File: src/rtl/vram_arbiter_pkg.sv
// -----------------------------------------------------------------------------
// vram_arbiter_pkg
// Shared types and constants for the VPU/CPU video RAM arbiter.
//   state_t   : arbiter FSM encoding (CPU, DRAIN, VIDEO, RETURN)
//   BUSY_MAX  : saturation value of the stolen-cycle counter
//   sat_inc() : saturating 16-bit increment used by the profiling counter
// -----------------------------------------------------------------------------
package vram_arbiter_pkg;

    typedef enum logic [1:0] {
        CPU    = 2'b00,   // RAM owned by the CPU
        DRAIN  = 2'b01,   // CPU halted, RAM idle, grant pending
        VIDEO  = 2'b10,   // RAM owned by the VPU
        RETURN = 2'b11    // CPU still halted, RAM idle, handing back
    } state_t;

    localparam logic [15:0] BUSY_MAX = 16'hFFFF;

    function automatic logic [15:0] sat_inc(input logic [15:0] value);
        return (value == BUSY_MAX) ? value : value + 16'd1;
    endfunction

endpackage

File: src/rtl/vram_arbiter.sv
// -----------------------------------------------------------------------------
// vram_arbiter
// Bus owner of the shared video/system RAM. On a VPU hold request the CPU is
// halted and the RAM port is handed to the VPU DMA address; on release the
// port returns to the CPU. A saturating counter records stolen (VIDEO) cycles.
//
// Optional feature (macro VRAM_ARBITER_HOLD_TIMEOUT_EN):
//   forces a release after HOLD_TIMEOUT VIDEO cycles, sets a sticky
//   timeout_flag, and refuses a new grant until hold has been seen low.
//   Without the macro the HOLD_TIMEOUT parameter is unused and
//   timeout_flag is tied 0.
//
// Ports:
//   clk, rst          clock, asynchronous active-low reset
//   hold              VPU bus request
//   vramcs, vaddr     VPU RAM select / DMA address (meaningful while granted)
//   vdata             read data to VPU (unregistered copy of mem_do)
//   cpu_addr, cpu_di  CPU address / write data
//   cpu_rw, cpu_cs    CPU direction (1 = read) / RAM select
//   cpu_do            read data to CPU (unregistered copy of mem_do)
//   cpu_halt          stalls the CPU bus cycle while high
//   mem_*             synchronous RAM port (1-clock read latency)
//   dma_active        high while in VIDEO
//   clr_stats         synchronous clear of busy_cycles (and timeout_flag)
//   busy_cycles       saturating count of VIDEO cycles
//   timeout_flag      sticky forced-release indicator
// -----------------------------------------------------------------------------
module vram_arbiter
    import vram_arbiter_pkg::*;
#(
    parameter int ADDR_W       = 16,
    parameter int HOLD_TIMEOUT = 255
) (
    input  logic              clk,
    input  logic              rst,
    input  logic              hold,
    input  logic              vramcs,
    input  logic [15:0]       vaddr,
    output logic [7:0]        vdata,
    input  logic [15:0]       cpu_addr,
    input  logic [7:0]        cpu_di,
    output logic [7:0]        cpu_do,
    input  logic              cpu_rw,
    input  logic              cpu_cs,
    output logic              cpu_halt,
    output logic [ADDR_W-1:0] mem_addr,
    output logic [7:0]        mem_di,
    input  logic [7:0]        mem_do,
    output logic              mem_ce,
    output logic              mem_we,
    output logic              dma_active,
    input  logic              clr_stats,
    output logic [15:0]       busy_cycles,
    output logic              timeout_flag
);

    state_t state;
    logic   force_release;   // timeout ends the VIDEO burst on this edge
    logic   hold_block;      // grant refused until hold is seen low

`ifdef VRAM_ARBITER_HOLD_TIMEOUT_EN
    logic [7:0] hold_cnt;
    logic       timeout_q;

    // hold_cnt counts completed VIDEO cycles; releasing when the next edge
    // would reach HOLD_TIMEOUT gives exactly HOLD_TIMEOUT VIDEO cycles.
    assign force_release = (state == VIDEO) &&
                           ((hold_cnt + 8'd1) == 8'(HOLD_TIMEOUT));

    always_ff @(posedge clk or negedge rst) begin
        if (!rst) begin
            hold_cnt   <= 8'd0;
            hold_block <= 1'b0;
            timeout_q  <= 1'b0;
        end else begin
            // DRAIN always precedes VIDEO, so clearing here is a clear on entry.
            if (state == DRAIN)
                hold_cnt <= 8'd0;
            else if (state == VIDEO)
                hold_cnt <= hold_cnt + 8'd1;

            if (force_release)
                hold_block <= 1'b1;
            else if (!hold)
                hold_block <= 1'b0;

            if (clr_stats)
                timeout_q <= 1'b0;
            else if (force_release)
                timeout_q <= 1'b1;
        end
    end

    assign timeout_flag = timeout_q;
`else
    assign force_release = 1'b0;
    assign hold_block    = 1'b0;
    assign timeout_flag  = 1'b0;
`endif

    // Arbiter FSM with registered cpu_halt / dma_active. CPU->DRAIN->VIDEO
    // takes exactly two edges after hold is sampled: the VPU drives vramcs
    // two clocks after raising hold without waiting for an acknowledge.
    always_ff @(posedge clk or negedge rst) begin
        if (!rst) begin
            state      <= CPU;
            cpu_halt   <= 1'b0;
            dma_active <= 1'b0;
        end else begin
            // NOTE: sequential state uses non-blocking assignments so every
            // register samples pre-edge values regardless of statement order.
            case (state)
                CPU: begin
                    if (hold && !hold_block) begin
                        state    <= DRAIN;
                        cpu_halt <= 1'b1;
                    end
                end
                DRAIN: begin
                    // No shortcut if hold already dropped: VIDEO lasts >= 1 cycle.
                    state      <= VIDEO;
                    dma_active <= 1'b1;
                end
                VIDEO: begin
                    if (!hold || force_release) begin
                        state      <= RETURN;
                        dma_active <= 1'b0;
                    end
                end
                RETURN: begin
                    // hold is ignored here so the CPU always gets one cycle.
                    state    <= CPU;
                    cpu_halt <= 1'b0;
                end
                default: begin
                    state      <= CPU;
                    cpu_halt   <= 1'b0;
                    dma_active <= 1'b0;
                end
            endcase
        end
    end

    // RAM port mux, purely a function of state so the grant is visible in
    // the same cycle the FSM enters VIDEO.
    always_comb begin
        // NOTE: every output gets a default first so no path infers a latch.
        mem_addr = cpu_addr[ADDR_W-1:0];
        mem_di   = cpu_di;
        mem_ce   = 1'b0;
        mem_we   = 1'b0;
        case (state)
            CPU: begin
                mem_ce = cpu_cs;
                mem_we = cpu_cs & ~cpu_rw;
            end
            VIDEO: begin
                mem_addr = vaddr[ADDR_W-1:0];
                mem_ce   = vramcs;   // VPU is read-only
            end
            default: ;
        endcase
    end

    // Read data is passed straight through; the VPU holds each address for
    // two clocks and samples at the end of the second.
    assign vdata  = mem_do;
    assign cpu_do = mem_do;

    // Stolen-cycle profiling counter; clear wins over increment.
    always_ff @(posedge clk or negedge rst) begin
        if (!rst)
            busy_cycles <= 16'd0;
        else if (clr_stats)
            busy_cycles <= 16'd0;
        else if (state == VIDEO)
            busy_cycles <= sat_inc(busy_cycles);
    end

endmodule

File: config.mk
export PLATFORM = sky130hd
export DESIGN_NAME = vram_arbiter
export DESIGN_NICKNAME = d
export VERILOG_FILES = /design/src/rtl/vram_arbiter_pkg.sv /design/src/rtl/vram_arbiter.sv
export SDC_FILE = /design/constraint.sdc
export NUM_CORES = 1
export LEC_CHECK = 0
export BUFFER_PORTS_ARGS = -buffer_cell sky130_fd_sc_hd__buf_2
export CORE_MARGIN = 5
export CORE_UTILIZATION = 41
export DETAILED_ROUTE_END_ITERATION = 12
export HOLD_SLACK_MARGIN = 0.05
export PLACE_DENSITY = 0.9
export SYNTH_ARGS = -nofsm -noshare
export SYNTH_HDL_FRONTEND = slang
export SYNTH_SLANG_ARGS = --single-unit
File: constraint.sdc
create_clock -name clk -period 2.2 [get_ports clk]
set_clock_uncertainty 0.15 [all_clocks]
set_input_delay 0.44 -clock clk [delete_from_list [all_inputs] [get_ports clk]]
set_output_delay 0.44 -clock clk [all_outputs]
set_load 0.1 [all_outputs]
# ---- Word level (Yosys, flattened, before mapping)
# Cells that the tools add are included.
dict set report totals {
  out_inout_bits 61
  inputBits 55
  elab_cells 35
  reg_bits 20
}
dict set report classes {
  eq_ne 7
  add_sub_neg 1
  n_reduce_logical 8
  n_bitwise 2
  mux 13
}
# op n
set ops {}
lappend ops {{$mux W16} 4}
lappend ops {{$add A16 B1 Y16 const B} 1}
lappend ops {{$eq A16 B16 Y1 const B} 1}
lappend ops {{$pmux W2 S4} 1}
lappend ops {{$reduce_and A2 Y1} 4}
lappend ops {{$ne A2 B2 Y1 const B} 3}
lappend ops {{$pmux W1 S2} 3}
lappend ops {{$reduce_bool A2 Y1} 3}
lappend ops {{$eq A2 B2 Y1 const B} 2}
lappend ops {{$mux W2} 2}
lappend ops {{$mux W1} 3}
lappend ops {{$eq A2 B1 Y1 const B} 1}
lappend ops {{$logic_not A2 Y1} 1}
lappend ops {{$and A1 B1 Y1} 1}
lappend ops {{$not A1 Y1} 1}

# ---- Logic depth before layout (Yosys ltp)
dict set report logic_depth {
  ltp_word 4
  mapped_depth 7
  mapped_depth_nobuf 6
}

# ---- Worst setup path after synthesis
# Ideal clock, no wire load.
dict set report synth_path {
  kind {register -> output}
  startpoint {register state[0]}
  endpoint {output mem_we}
  path_buffers 0
  stages_incl_launch_ff 5
  arrival_time_ns 1.985
  path_slack_ns -0.375
  t_required_ns 1.610
  cell_sequence {dfrtp_1 inv_1 ha_1 nand2_1 nor2_1}
}
dict set report synth_via {
  elab_chain_len 2
}
# element line_no
set synth_lines {}
lappend synth_lines {{start: declaration} vram_arbiter.sv:57} ;# state_t state;
lappend synth_lines {{start signal: assignment} vram_arbiter.sv:106} ;# state <= CPU;
lappend synth_lines {{start signal: assignment} vram_arbiter.sv:115} ;# state <= DRAIN;
lappend synth_lines {{start signal: assignment} vram_arbiter.sv:121} ;# state <= VIDEO;
lappend synth_lines {{$logic_not A2 Y1} vram_arbiter.sv:152} ;# case (state)
lappend synth_lines {{$mux W1} vram_arbiter.sv:152}
lappend synth_lines {{end: declaration} vram_arbiter.sv:50} ;# output logic mem_we,
# No other way between the ends.

# ---- Worst setup path after layout
dict set report layout_path {
  startpoint {register state[0]}
  endpoint {output mem_addr[4]}
}
dict set report layout_via {
  elab_chain_len 2
}
# element line_no
set layout_lines {}
lappend layout_lines {{$eq A2 B2 Y1} vram_arbiter.sv:152}
lappend layout_lines {{$mux W16} vram_arbiter.sv:152}
lappend layout_lines {{end: declaration} vram_arbiter.sv:46} ;# output logic [ADDR_W-1:0] mem_addr,
# No other way between the ends.

==> run metrics <==
Root Driver=clkbuf_8; element type at the critical path end=output pin; vias=1436; status=complete, no violations; GP Congestion=0.8130; final hold violations=0; CTS Buffer Depth=2; Rows=22; Yosys top cell by area=dfrtp_1; clk_lat worst skew=0.26 ns; antenna violations before repair=0; final instance area=2262 µm²; cells on worst reg2reg path=7; CP required=1.61 ns; Synth async-reset ratio=1.000; synthesized area=1613 µm²; total grt overflow=0; worst path cell trace=inv_2 -> ha_4 -> buf_8 -> mux2_2 -> buf_12; Total Nets Final=289; multi-input logic area=904.6 µm²; Post-DP HPWL=3225 µm; CP max FO=10; Critical R2R Capture=busy_cycles[8]$_DFFE_PN0P_; Final Cycle Share=0.9976; core area=3744 µm²; # fillers=311; drt initial violations=56; DRC=0; mean post-synth cell area=9.269 µm²; CTS buffer count=3; final setup vio count=0; Net Count, Synth=between 200 and 250; number of I/O port buffers=74; total number of yosys warnings=0; reg2reg start=state[0]$_DFFE_PN0P_; #FFs+latches synth=20; Max Cap Violations=0; r2r setup slk=about 0.14 ns; Die W=just over 70 µm; FF+latch area=520.5 µm²; Util after Layout=0.6043; # diodes=0; global-route wire length before repair=6699 µm; layout cells sized above 1=0.5702; worst vdd ir=about 0.0011 V; Post-synth top flop=dfrtp_1; Cell variety after synth=39; most frequent cells in the layout=56 x buf_2, 18 x buf_12, 16 x dfrtp_2; fin crit period=between 2 and 2.5 ns; min-delay worst type=input port to flip-flop; Setup crit start=state[0]$_DFFE_PN0P_; pin count of the biggest net entering global routing=21; Hold Slack=0.3026 ns; overall routing resource usage=0.1558; Setup Crit Path Kind=flip-flop to output pin; Routed Antenna Nets=0; CP Capture Point=mem_addr[4]; slowest CP cell=dfrtp_1; CP Launch Type=flip-flop; P_leak=around 1.1 nW; Initial Utilization=0.4308; Top Ports=116; Cells after Synth=174; ranking of synthesized cells by area=dfrtp_1 31%, mux2_2 12%, buf_4 12%; Via density=5.203; pwr dens=1285 nW/µm²; CTS tree=yes; RSZ-0062 raised after global routing=yes; slowest stage delay, CP=~0.40 ns; post-synth top area share=0.3103; number of synthesized flops with an enable pin=0; final wirelength=4172 µm; H-tree levels=1; Highest Clock Rate=455.6 MHz; commonest non-fill, non-tap cell in the layout=buf_2; Area Overhead vs Synth=40.26%; Placed Area=2121 µm²; Slew Limit Fails=0; clock sinks=20; clock-pin slew on the worst setup and hold paths=0.07 ns; Arrival @ worst endpoint=around 1.6 ns; detailed-route wire length per cell=15.12 µm; register area share after synthesis=0.3103; total iterations of the first detailed-routing run=4; DIE AREA=5288 µm²; number of global-route vias before repair=1507; Die Y=72.72 µm
-- metrics by stage --
| stage | setup TNS (ns) | instances | total power, mW | worst slack (ns) |
|---|---|---|---|---|
| floorplan | 0 | 174 | 2.047 | 0.006561 |
| global placement | 0 | 268 | 2.463 | 0.1528 |
| detailed placement | 0 | 268 | 2.501 | 0.05722 |
| CTS | 0 | 275 | 2.869 | 0.02795 |
| global route | -0.5182 | 276 | 3.014 | -0.05235 |
| finish | 0 | 276 | 2.907 | 0.005233 |
-- sequential cells by signal, indices dropped and copies added (netlist names) --
register,cells
busy_cycles,16
state,2
cpu_halt,1
dma_active,1
-- synthesized netlist by cell type, types with 3 or more instances --
master / instances
mux2i_1: 3
a21oi_1: 9
ha_1: 5
nor3_1: 4
dfrtp_1: 20
nand2b_1: 3
o21ai_0: 6
o31ai_1: 6
nor2b_1: 4
nor2_1: 13
nand3_1: 5
or4_1: 6
buf_4: 25
inv_1: 5
mux2_2: 17
nand2_1: 15
-- worst min-delay path by stage --
stage / end / start / cells past startpoint / slack, ns
after global placement: dma_active$_DFFE_PN0P_ / rst / 1 / 0.26
after global routing: dma_active$_DFFE_PN0P_ / hold / 3 / 0.32
after detailed placement: dma_active$_DFFE_PN0P_ / rst / 1 / 0.27
after floorplan: busy_cycles[0]$_DFFE_PN0P_ / rst / 0 / -0.006
final: dma_active$_DFFE_PN0P_ / hold / 3 / 0.30
after CTS: dma_active$_DFFE_PN0P_ / hold / 3 / 0.30
-- worst max-delay path: cells and delay by family (launching register included) --
family | cells | cell delay, ns
buffers and inverters | 3 | 0.41
adders and majority gates | 1 | 0.17
DFF | 1 | 0.40
muxes | 1 | 0.37
-- cells by family after synthesis --
family,after synthesis,synth area share
AND/OR/NAND/NOR,69,0.2630
buffers and inverters,35,0.1559
AO/OA/AOI/OAI,22,0.07835
multiplexers,22,0.1513
flip-flops,20,0.3103
adder cells (fa/ha/maj),5,0.03879
other,1,0.002325
-- final cells by class --
type,instances,share of cell area
Sequential cell,20,0.2301
Tap cell,48,0.02655
Clock buffer,4,0.02434
Multi-Input combinational cell,119,0.3999
Inverter,5,0.008296
Timing Repair Buffer,80,0.3108
-- routing by layer --
metal | track usage | wire length [µm]
met5 | 0 | 0
met4 | 0.02869 | 12
met3 | 0.04683 | 275
met2 | 0.2685 | 2280
met1 | 0.1926 | 1603
-- where the power goes --
part	internal [mW]	switching (mW)	total (mW)	leakage (nW)
clock network	0.160	0.125	0.285	0.0288
registers	0.421	0.0490	0.470	0.242
logic	0.761	1.39	2.15	0.798
-- timing repair --
action / CTS / global route
hold buffers: 1 / 0
buffers inserted: 2 / 1
endpoints found under the setup margin: 16 / 19
hold endpoints to repair: 20 / 0
gates cloned: 0 / 0
resized for setup: 7 / 7
(Power assumes the default switching activity.)
